--- src/rtl/arm_control_unit.sv ---
// Single-cycle ARM control unit: decodes instr[31:12] into DataPath strobes,
// holds the NZCV flags register and gates state-changing strobes on the condition field.
module arm_control_unit #(
    parameter logic [3:0] FLAGS_RESET = 4'b0000
) (
    input  logic        clk,
    input  logic        reset,
    input  logic [31:0] instr,
    input  logic [3:0]  alu_flags,
    output logic        pc_src,
    output logic        reg_write,
    output logic        mem_write,
    output logic        mem_to_reg,
    output logic        alu_src,
    output logic [1:0]  imm_src,
    output logic [1:0]  reg_src,
    output logic [1:0]  alu_ctl,
    output logic [3:0]  flags,
    output logic        undef
);

    logic [3:0] cond;
    logic [1:0] op;
    logic [5:0] funct;
    logic [3:0] rd;
    logic [3:0] cmd;

    assign cond  = instr[31:28];
    assign op    = instr[27:26];
    assign funct = instr[25:20];
    assign rd    = instr[15:12];
    assign cmd   = funct[4:1];

    logic [3:0] flags_q, flags_d;

    logic       dec_reg_write, dec_mem_write, dec_branch, dec_undef;
    logic       dec_mem_to_reg, dec_alu_src;
    logic [1:0] dec_imm_src, dec_reg_src, dec_alu_ctl;
    logic       flag_w_nz, flag_w_cv;
    logic       cond_ex;

    always_comb begin
        dec_reg_write  = 1'b0;
        dec_mem_write  = 1'b0;
        dec_branch     = 1'b0;
        dec_undef      = 1'b0;
        dec_mem_to_reg = 1'b0;
        dec_alu_src    = 1'b0;
        dec_imm_src    = 2'b00;
        dec_reg_src    = 2'b00;
        dec_alu_ctl    = 2'b00;
        flag_w_nz      = 1'b0;
        flag_w_cv      = 1'b0;
        unique case (op)
            2'b00: begin
                dec_alu_src   = funct[5];
                dec_reg_write = 1'b1;
                flag_w_nz     = funct[0];
                case (cmd)
                    4'b0100: begin
                        dec_alu_ctl = 2'b00;
                        flag_w_cv   = funct[0];
                    end
                    4'b0010: begin
                        dec_alu_ctl = 2'b01;
                        flag_w_cv   = funct[0];
                    end
                    4'b0000: dec_alu_ctl = 2'b10;
                    4'b1100: dec_alu_ctl = 2'b11;
                    4'b1010: begin
                        // CMP only exists in its flag-setting form
                        dec_alu_ctl   = 2'b01;
                        dec_reg_write = 1'b0;
                        flag_w_cv     = funct[0];
                        dec_undef     = ~funct[0];
                    end
                    default: dec_undef = 1'b1;
                endcase
            end
            2'b01: begin
                dec_alu_src = 1'b1;
                dec_imm_src = 2'b01;
                dec_alu_ctl = funct[3] ? 2'b00 : 2'b01;
                dec_undef   = funct[5];
                if (funct[0]) begin
                    dec_reg_write  = 1'b1;
                    dec_mem_to_reg = 1'b1;
                end else begin
                    dec_mem_write = 1'b1;
                    dec_reg_src   = 2'b10;
                end
            end
            2'b10: begin
                dec_imm_src = 2'b10;
                dec_alu_src = 1'b1;
                dec_alu_ctl = 2'b00;
                dec_reg_src = 2'b01;
                dec_branch  = 1'b1;
            end
            default: dec_undef = 1'b1;
        endcase
    end

    logic n, z, c, v;
    assign {n, z, c, v} = flags_q;

    always_comb begin
        case (cond)
            4'b0000: cond_ex = z;
            4'b0001: cond_ex = ~z;
            4'b0010: cond_ex = c;
            4'b0011: cond_ex = ~c;
            4'b0100: cond_ex = n;
            4'b0101: cond_ex = ~n;
            4'b0110: cond_ex = v;
            4'b0111: cond_ex = ~v;
            4'b1000: cond_ex = c & ~z;
            4'b1001: cond_ex = ~c | z;
            4'b1010: cond_ex = (n == v);
            4'b1011: cond_ex = (n != v);
            4'b1100: cond_ex = ~z & (n == v);
            4'b1101: cond_ex = z | (n != v);
            4'b1110: cond_ex = 1'b1;
            default: cond_ex = 1'b0;
        endcase
    end

    logic exec;
    assign exec = cond_ex & ~dec_undef;

    assign undef      = dec_undef;
    assign reg_write  = dec_reg_write & exec;
    assign mem_write  = dec_mem_write & exec;
    assign pc_src     = (dec_branch | (dec_reg_write & (rd == 4'd15))) & exec;
    assign mem_to_reg = dec_mem_to_reg & ~dec_undef;
    assign alu_src    = dec_alu_src & ~dec_undef;
    assign imm_src    = dec_undef ? 2'b00 : dec_imm_src;
    assign reg_src    = dec_undef ? 2'b00 : dec_reg_src;
    assign alu_ctl    = dec_undef ? 2'b00 : dec_alu_ctl;

    always_comb begin
        flags_d = flags_q;
        if (exec && flag_w_nz) flags_d[3:2] = alu_flags[3:2];
        if (exec && flag_w_cv) flags_d[1:0] = alu_flags[1:0];
    end

    always_ff @(posedge clk) begin
        if (reset) flags_q <= FLAGS_RESET;
        else       flags_q <= flags_d;
    end

    assign flags = flags_q;

endmodule

--- config.mk ---
export PLATFORM = sky130hd
export DESIGN_NAME = arm_control_unit
export DESIGN_NICKNAME = d
export VERILOG_FILES = /design/src/rtl/arm_control_unit.sv
export SDC_FILE = /design/constraint.sdc
export NUM_CORES = 1
export LEC_CHECK = 0
export ABC_AREA = 1
export CORE_MARGIN = 5
export CORE_UTILIZATION = 33
export DETAILED_ROUTE_END_ITERATION = 6
export GPL_TIMING_DRIVEN = 1
export PLACE_DENSITY = 0.78
export SYNTH_ARGS = -nofsm -noshare
export SYNTH_HDL_FRONTEND = slang
export SYNTH_SLANG_ARGS = --single-unit
--- constraint.sdc ---
create_clock -name clk -period 1.7 [get_ports clk]
set_clock_uncertainty 0.2 [all_clocks]
set_input_delay 0.34 -clock clk [delete_from_list [all_inputs] [get_ports clk]]
set_output_delay 0.34 -clock clk [all_outputs]
set_load 0.02 [all_outputs]
==> summary.txt, run 1 <==
Place
  • Dpl cell area: 0.00137 sq mm
  • Final HPWL DP: 1.99 mm
  • Number of I/O port buffers: 37
  • Routability-driven placement congestion ratio: 0.811

Global route
  • Number of global-route vias before repair: 1136
  • Global route total overflow: 0
  • Overall global routing resource usage: 0.183
  • Largest net degree at the start of global routing: 8
  • Number of antenna violations at the first check in global routing: 0
  • Wire length of the first global-routing pass: 4.67 mm

Die
  • Area enclosed by the die boundary: 0.00316 sq mm
  • Horizontal die dimension: 56.2 microns
  • Initial Utilization: 0.352
  • Core Footprint: 0.00200 sq mm
  • Vertical die dimension: 56.2 microns
  • Standard-cell row count: 16
  • Top Ports: 54

Yosys
  • Count of synthesis-stage warnings from yosys: 0
  • Average instance area after synthesis: 5.18 sq um
  • Gate count of the mapped netlist: 136
  • Post-synthesis register bit count: 4
  • Synth unique cells: 20
  • Part of the Yosys area used for sequential elements: 0.114
  • Summed instance area of the synthesized netlist: 704 sq um
  • Net Count, Synth: 179

Setup path
  • Critical path cell sequence: clkdlybuf4s15_2 -> inv_1 -> nor2_2 -> nand2_1 -> nand2_1 -> nand2_1 -> nand2_1 -> nor2_2 -> nand2_2 -> nand2_4 -> nor3_4 -> buf_6
  • Number of buffer and inverter instances along the worst setup path: 3
  • Flop2flop setup slack: 0.09 ns
  • Logic depth of the worst register-to-register path: 14
  • FF-to-FF Start: flags[3]$_SDFFE_PP0P_
  • Critical Path Sink Type: output port
  • Cell class contributing the biggest share of worst-path delay: simple AND/OR/NAND/NOR gates
  • CP max-delay cell: sky130_fd_sc_hd__clkdlybuf4s15_2
  • WS Path Type: in -> out
  • Delay of the slowest cell on the worst path: 0.21 ns
  • WP data arrival: 1.51 ns
  • Capture point of the worst reg-to-reg path: flags[3]$_SDFFE_PP0P_
  • Data required time at the worst endpoint: 1.16 ns
  • Startpoint type of the worst setup path: input port
  • Cell occurring most often along the worst timing path: sky130_fd_sc_hd__nand2_1
  • Worst-path maximum fanout: 4

Drt
  • DRC errors left: 0
  • Drt first pass iters: 4
  • Count of antenna-violating nets left after detailed routing: 0
  • Detailed Route WL: 3.44 mm
  • Average wire per cell in the routed design: 14.5 microns
  • Via count of the routed design: 1151
  • DRT iter0 DRCs: 23
  • Post-detailed-route via-to-cell ratio: 4.84

Run status
  • Violations in the final reports: negative setup slack
  • Run status: finished with violations

Clock tree
  • Root Driver: sky130_fd_sc_hd__clkbuf_4
  • Number of sinks handled by clock tree synthesis: 4
  • Maximum clock path buffer count: 2
  • Total CTS buffers: 3
  • Clock-pin slew of the registers on the worst-case setup and hold paths: 0.04 ns
  • Clk Latency, worst-skew pair: 0.23 ns
  • Maximum level of the CTS H-tree: 1
  • Clock tree from TritonCTS: yes

Timing
  • Setup-violating endpoint count in the final report: 10
  • Timing-limited maximum frequency: 0.489 GHz
  • Shortest period the worst path allows: 2.05 ns
  • Final number of hold-violating endpoints: 0
  • Max-slew violations: 0
  • Final critical-path share of the clock period: 1.20
  • Post-route worst setup slack: -0.346 ns
  • Transition at the pin with the smallest max-transition slack: 0.247 ns
  • RSZ-0062 raised after global routing: true
  • Max-Slew Margin vs Limit: 0.835

Layout
  • Largest register FFs: 4
  • Most common cell after layout, fill and taps aside: sky130_fd_sc_hd__buf_4
  • Fill cell count: 101
  • Fin nets: 255
  • Diodes inserted: 0
  • Final Instance Area: 0.00170 sq mm
  • Layout overhead on the synthesized area: 142%
  • Share of layout cells above drive strength 1: 0.521
  • Commonest cells after routing, fill and taps aside: 32 x sky130_fd_sc_hd__buf_4, 28 x sky130_fd_sc_hd__nand2_1, 22 x sky130_fd_sc_hd__inv_1

Power
  • Worst supply voltage drop on vdd: 0.253 mV
  • Lkg Pwr: 0.000853 uW
  • PwrDens: 358 mW/mm^2
  • Overall power consumption: 610 uW

Min path
  • Hold path depth: 5
  • Hold path startpoint: flags[3]$_SDFFE_PP0P_
  • Min-Delay Path Class: reg -> reg
  • WHS Endpoint: flags[3]$_SDFFE_PP0P_

Run
  • Max-cap violations: 0
-- routing by layer --
layer,GRT usage,part of all wire,vias up
met2,0.371,0.53,58
met4,0.0915,0.063,0
met3,0.0186,0.052,20
li1,-,-,567
met5,0,0,-
met1,0.178,0.36,506
-- cells by family after synthesis --
kind of cell               synth area share
AOI/OAI and AO/OA                    0.0657
adders and majority gates            0.0888
buffers and inverters                 0.183
DFF                                   0.114
and+or+nand+nor                       0.549
-- worst min-delay path, stage by stage (launching register included) --
cell                      delay [ns]
sky130_fd_sc_hd__dfxtp_4        0.36
sky130_fd_sc_hd__inv_4          0.07
sky130_fd_sc_hd__buf_4          0.10
sky130_fd_sc_hd__nand2_1        0.04
sky130_fd_sc_hd__inv_1          0.04
sky130_fd_sc_hd__nor2_1         0.03
-- synth_stat cells --
cell	n	area share
sky130_fd_sc_hd__nor2_2	2	0.018
sky130_fd_sc_hd__nand3_2	1	0.014
sky130_fd_sc_hd__inv_2	2	0.011
sky130_fd_sc_hd__nand3_4	1	0.025
sky130_fd_sc_hd__inv_1	29	0.15
sky130_fd_sc_hd__nand2_1	37	0.20
sky130_fd_sc_hd__buf_4	1	0.011
sky130_fd_sc_hd__a22oi_1	1	0.011
sky130_fd_sc_hd__nand2_2	2	0.018
sky130_fd_sc_hd__a21oi_1	5	0.036
sky130_fd_sc_hd__or2_1	1	0.0089
sky130_fd_sc_hd__o21ai_0	1	0.0071
sky130_fd_sc_hd__nor3_1	4	0.028
sky130_fd_sc_hd__nand4_1	4	0.036
sky130_fd_sc_hd__nor2_1	21	0.11
sky130_fd_sc_hd__a31o_2	1	0.012
sky130_fd_sc_hd__nand3_1	13	0.092
sky130_fd_sc_hd__dfxtp_1	4	0.11
sky130_fd_sc_hd__ha_1	5	0.089
sky130_fd_sc_hd__clkinv_2	1	0.0071
-- power by group --
| group | switching (uW) | total, uW | internal [uW] | leakage, uW |
|---|---|---|---|---|
| combinational | 197 | 386 | 188 | 0.000803 |
| clock | 41.3 | 130 | 88.2 | 0.0000150 |
| sequential | 2.54 | 94.4 | 91.9 | 0.0000347 |
| total | 241 | 610 | 368 | 0.000853 |
-- metrics by stage --
stage | hold WS, ns | worst slack, ns | utilization | std cells | setup TNS (ns)
floorplan | 0.310 | -0.0954 | - | 136 | -0.132
global placement | 0.441 | -1.13 | 0.683 | 222 | -13.95
detailed placement | 0.440 | -1.21 | 0.683 | 222 | -14.66
CTS | 0.467 | -0.306 | 0.786 | 232 | -1.84
global route | 0.506 | -0.468 | 0.850 | 238 | -3.11
finish | 0.478 | -0.346 | 0.850 | 238 | -2.20
-- worst max path at each step --
stage | start | to | slack [ns] | cells after the start
2_1_floorplan | instr[23] | mem_write | -0.1 | 9
3_3_place_gp | instr[31] | mem_write | -1.13 | 12
3_5_place_dp | instr[26] | pc_src | -1.21 | 10
4_1_cts | flags[0]$_SDFFE_PP0P_ | mem_write | -0.31 | 12
5_1_grt | instr[30] | mem_write | -0.47 | 12
6_report | instr[30] | mem_write | -0.35 | 12
-- area by class of cell --
cell class / instances / area [sq um] / share of cell area
Inverter: 32 / 155 / 0.0912
Tap cell: 27 / 33.8 / 0.0199
Clock buffer: 4 / 26.3 / 0.0154
Timing Repair Buffer: 72 / 684 / 0.402
Sequential cell: 4 / 91.3 / 0.0537
Multi-Input combinational cell: 99 / 711 / 0.418
-- what timing repair did --
action,4_1_cts,5_1_grt
gates resized for setup,149,27
pin swaps,16,10
endpoints found under the setup margin,20,16
hold buffers,0,0
buffers inserted,7,8
No activity file was read; power rests on OpenSTA's default activity.
==> run 2: changes to the inputs <==
Settings changed: PLACE_DENSITY 0.78 to default, PLACE_DENSITY_LB_ADDON from default to 0.08.
==> run 2 against run 1 <==
Against the previous run:
- the run still ends with negative setup slack left
- combinational power down 13%
- cell count down 4.6%
- first-iteration DRC count down 17%
- die area unchanged
- sequential share of layout area up 0.52 points
- via count down 6.6%
- flip-flop and latch count unchanged
- clock-buffer cell count unchanged
- register-to-register slack worse by 0.03 ns
- largest cell class unchanged
==> summary.txt, run 2 (synthesis gave the netlist of run 1 again) <==
Die
  • Area enclosed by the die boundary: 0.00316 sq mm (unchanged)
  • Top Ports: 54 (unchanged)
  • Vertical die dimension: 56.2 microns (unchanged)
  • Standard-cell row count: 16 (unchanged)
  • Core Footprint: 0.00200 sq mm (unchanged)
  • Initial Utilization: 0.352 (unchanged)
  • Horizontal die dimension: 56.2 microns (unchanged)

Timing
  • Final critical-path share of the clock period: 1.20 (-0.00554)
  • Final number of hold-violating endpoints: 0 (unchanged)
  • Max-Slew Margin vs Limit: 0.821 (-0.0144)
  • Transition at the pin with the smallest max-transition slack: 0.269 ns (+0.0216 ns)
  • Timing-limited maximum frequency: 0.491 GHz (+0.46%)
  • Shortest period the worst path allows: 2.04 ns (-0.00942 ns)
  • Max-slew violations: 0 (unchanged)
  • Minimum hold slack: 0.488 ns (+0.00957 ns)
  • Post-route worst setup slack: -0.337 ns (+0.00942 ns)
  • RSZ-0062 raised after global routing: true
  • Setup-violating endpoint count in the final report: 10 (unchanged)

Layout
  • Diodes inserted: 0 (unchanged)
  • Most common cell after layout, fill and taps aside: sky130_fd_sc_hd__nand2_1
  • Share of layout cells above drive strength 1: 0.500 (-0.0213)
  • Fin nets: 244 (-4.3%)
  • Layout overhead on the synthesized area: 120%
  • Largest register FFs: 4 (unchanged)
  • Commonest cells after routing, fill and taps aside: 26 x sky130_fd_sc_hd__nand2_1, 23 x sky130_fd_sc_hd__inv_1, 22 x sky130_fd_sc_hd__buf_4
  • Final Instance Area: 0.00155 sq mm (-8.8%)

Power
  • Int Pwr: 341 uW (-7.6%)
  • Relative contribution of the clock network to total power: 0.228 (+0.015)
  • PwrDens: 360 mW/mm^2 (+0.44%)
  • Fraction of power spent switching nets: 0.390 (-0.00562)
  • Logic gate share of total power: 0.603 (-0.030)
  • Reg power frac: 0.170 (+0.015)
  • Lkg Pwr: 0.000788 uW (-7.6%)
  • Worst supply voltage drop on vdd: 0.221 mV (-13%)
  • Switch Pwr: 218 uW (-9.7%)
  • Overall power consumption: 558 uW (-8.4%)

Setup path
  • Startpoint type of the worst setup path: input port
  • Critical Path Sink Type: output port
  • Crit. Startpoint: instr[31]
  • Data required time at the worst endpoint: 1.16 ns (about the same)
  • WP data arrival: 1.50 ns (about the same)
  • Worst-path maximum fanout: 4 (unchanged)
  • FF-to-FF Start: flags[0]$_SDFFE_PP0P_
  • WS Path Type: in -> out

Global route
  • Number of global-route vias before repair: 1053 (-7.3%)
  • Largest net degree at the start of global routing: 7 (-1)
  • Number of antenna violations at the first check in global routing: 0 (unchanged)
  • Wire length of the first global-routing pass: 4.19 mm (-10%)
  • Global route total overflow: 0 (unchanged)
  • Overall global routing resource usage: 0.158 (-0.0250)

Place
  • Final HPWL DP: 1.86 mm (-6.4%)
  • Number of I/O port buffers: 37 (unchanged)
  • Routability-driven placement congestion ratio: 0.847 (+4.4%)
  • Dpl cell area: 0.00135 sq mm (-1.6%)

Drt
  • DRC errors left: 0 (unchanged)
  • Post-detailed-route via-to-cell ratio: 4.74 (-2.1%)
  • Average wire per cell in the routed design: 11.8 microns (-19%)
  • Count of antenna-violating nets left after detailed routing: 0 (unchanged)
  • Via count of the routed design: 1075 (-6.6%)
  • DRT iter0 DRCs: 19 (-17%)
  • Drt first pass iters: 4 (unchanged)
  • Detailed Route WL: 2.68 mm (-22%)

Clock tree
  • Number of sinks handled by clock tree synthesis: 4 (unchanged)
  • Maximum level of the CTS H-tree: 1 (unchanged)
  • Clk Latency, worst-skew pair: 0.23 ns (about the same)
  • Root Driver: sky130_fd_sc_hd__clkbuf_4
  • Clock tree from TritonCTS: yes
  • Maximum clock path buffer count: 2 (unchanged)
  • Cts hold-fix bufs: 0 (unchanged)
  • Clock-pin slew of the registers on the worst-case setup and hold paths: 0.04 ns (about the same)
  • Total CTS buffers: 3 (unchanged)

Run status
  • Run status: finished with violations
  • Violations in the final reports: negative setup slack

Min path
  • Hold path startpoint: flags[2]$_SDFFE_PP0P_
  • Min-Delay Path Class: reg -> reg

Run
  • Max-cap violations: 0 (unchanged)
-- run 2: changes by cell type in the layout (fill, tap and decap cells not counted), moves of 2 or more --
cell	delta
sky130_fd_sc_hd__buf_4	-10
sky130_fd_sc_hd__buf_2	+6
sky130_fd_sc_hd__buf_12	-2
sky130_fd_sc_hd__clkbuf_2	-2
sky130_fd_sc_hd__inv_6	-2
sky130_fd_sc_hd__nand2_1	-2
-- run 2: path summary, 6_finish.rpt --
kind / slack [ns] / to / cells past startpoint
max: -0.34 / mem_write / 12
min: 0.49 / flags[2]$_SDFFE_PP0P_ / 5
max reg2reg: 0.06 / flags[2]$_SDFFE_PP0P_ / 14
min reg2reg: 0.49 / flags[2]$_SDFFE_PP0P_ / 5
-- run 2: cell type report --
| cell class | count | area, sq um |
|---|---|---|
| multi-input cells | 99 | 704 |
| inverters | 32 | 143 |
| clock buffers | 4 | 26.3 |
| well taps | 27 | 33.8 |
| repair buffers | 61 | 553 |
| flip-flops and latches | 4 | 91.3 |
| fillers | 138 | 450 |
-- run 2: layer usage --
layer | track usage | up-vias | part of all wire
li1 | - | 548 | -
met2 | 0.321 | 37 | 0.58
met5 | 0 | - | 0
met4 | 0.0678 | 0 | 0.013
met1 | 0.148 | 486 | 0.36
met3 | 0.0325 | 4 | 0.052
-- run 2: power by group through the flow --
stage / Clock (uW) / Sequential (uW) / Combinational, uW
final: 127 / 94.7 / 336
after global routing: 140 / 94.6 / 366
after CTS: 132 / 94.3 / 315
after detailed placement: 0 / 95.5 / 284
after global placement: 0 / 95.5 / 280
after floorplan: 0 / 97.0 / 136
-- run 2: per-stage QoR --
stage	std cells	TNS, ns	setup WS [ns]	utilization
floorplan	136	-0.132	-0.0954	-
CTS	226	-1.73	-0.312	0.739
finish	227	-2.26	-0.337	0.775
global route	227	-3.26	-0.479	0.775
detailed placement	219	-14.55	-1.18	0.672
global placement	219	-14.10	-1.13	0.672
-- run 2: repair_timing --
action,4_1_cts,5_1_grt
pin swaps,14,4
gates resized for setup,144,19
setup endpoints to repair,20,16
cloned,0,0
buffers inserted,3,1
-- run 2: worst max-delay path, cell delays in order --
cell                              delay (ns)
sky130_fd_sc_hd__clkdlybuf4s15_2        0.21
sky130_fd_sc_hd__inv_1                  0.10
sky130_fd_sc_hd__nor2_2                 0.13
sky130_fd_sc_hd__nand3_1                0.08
sky130_fd_sc_hd__nand2_1                0.06
sky130_fd_sc_hd__nand2_1                0.05
sky130_fd_sc_hd__nand2_1                0.06
sky130_fd_sc_hd__nor2_1                 0.04
sky130_fd_sc_hd__nand2_2                0.07
sky130_fd_sc_hd__nand2_4                0.08
sky130_fd_sc_hd__nor3_4                 0.13
sky130_fd_sc_hd__buf_6                  0.14
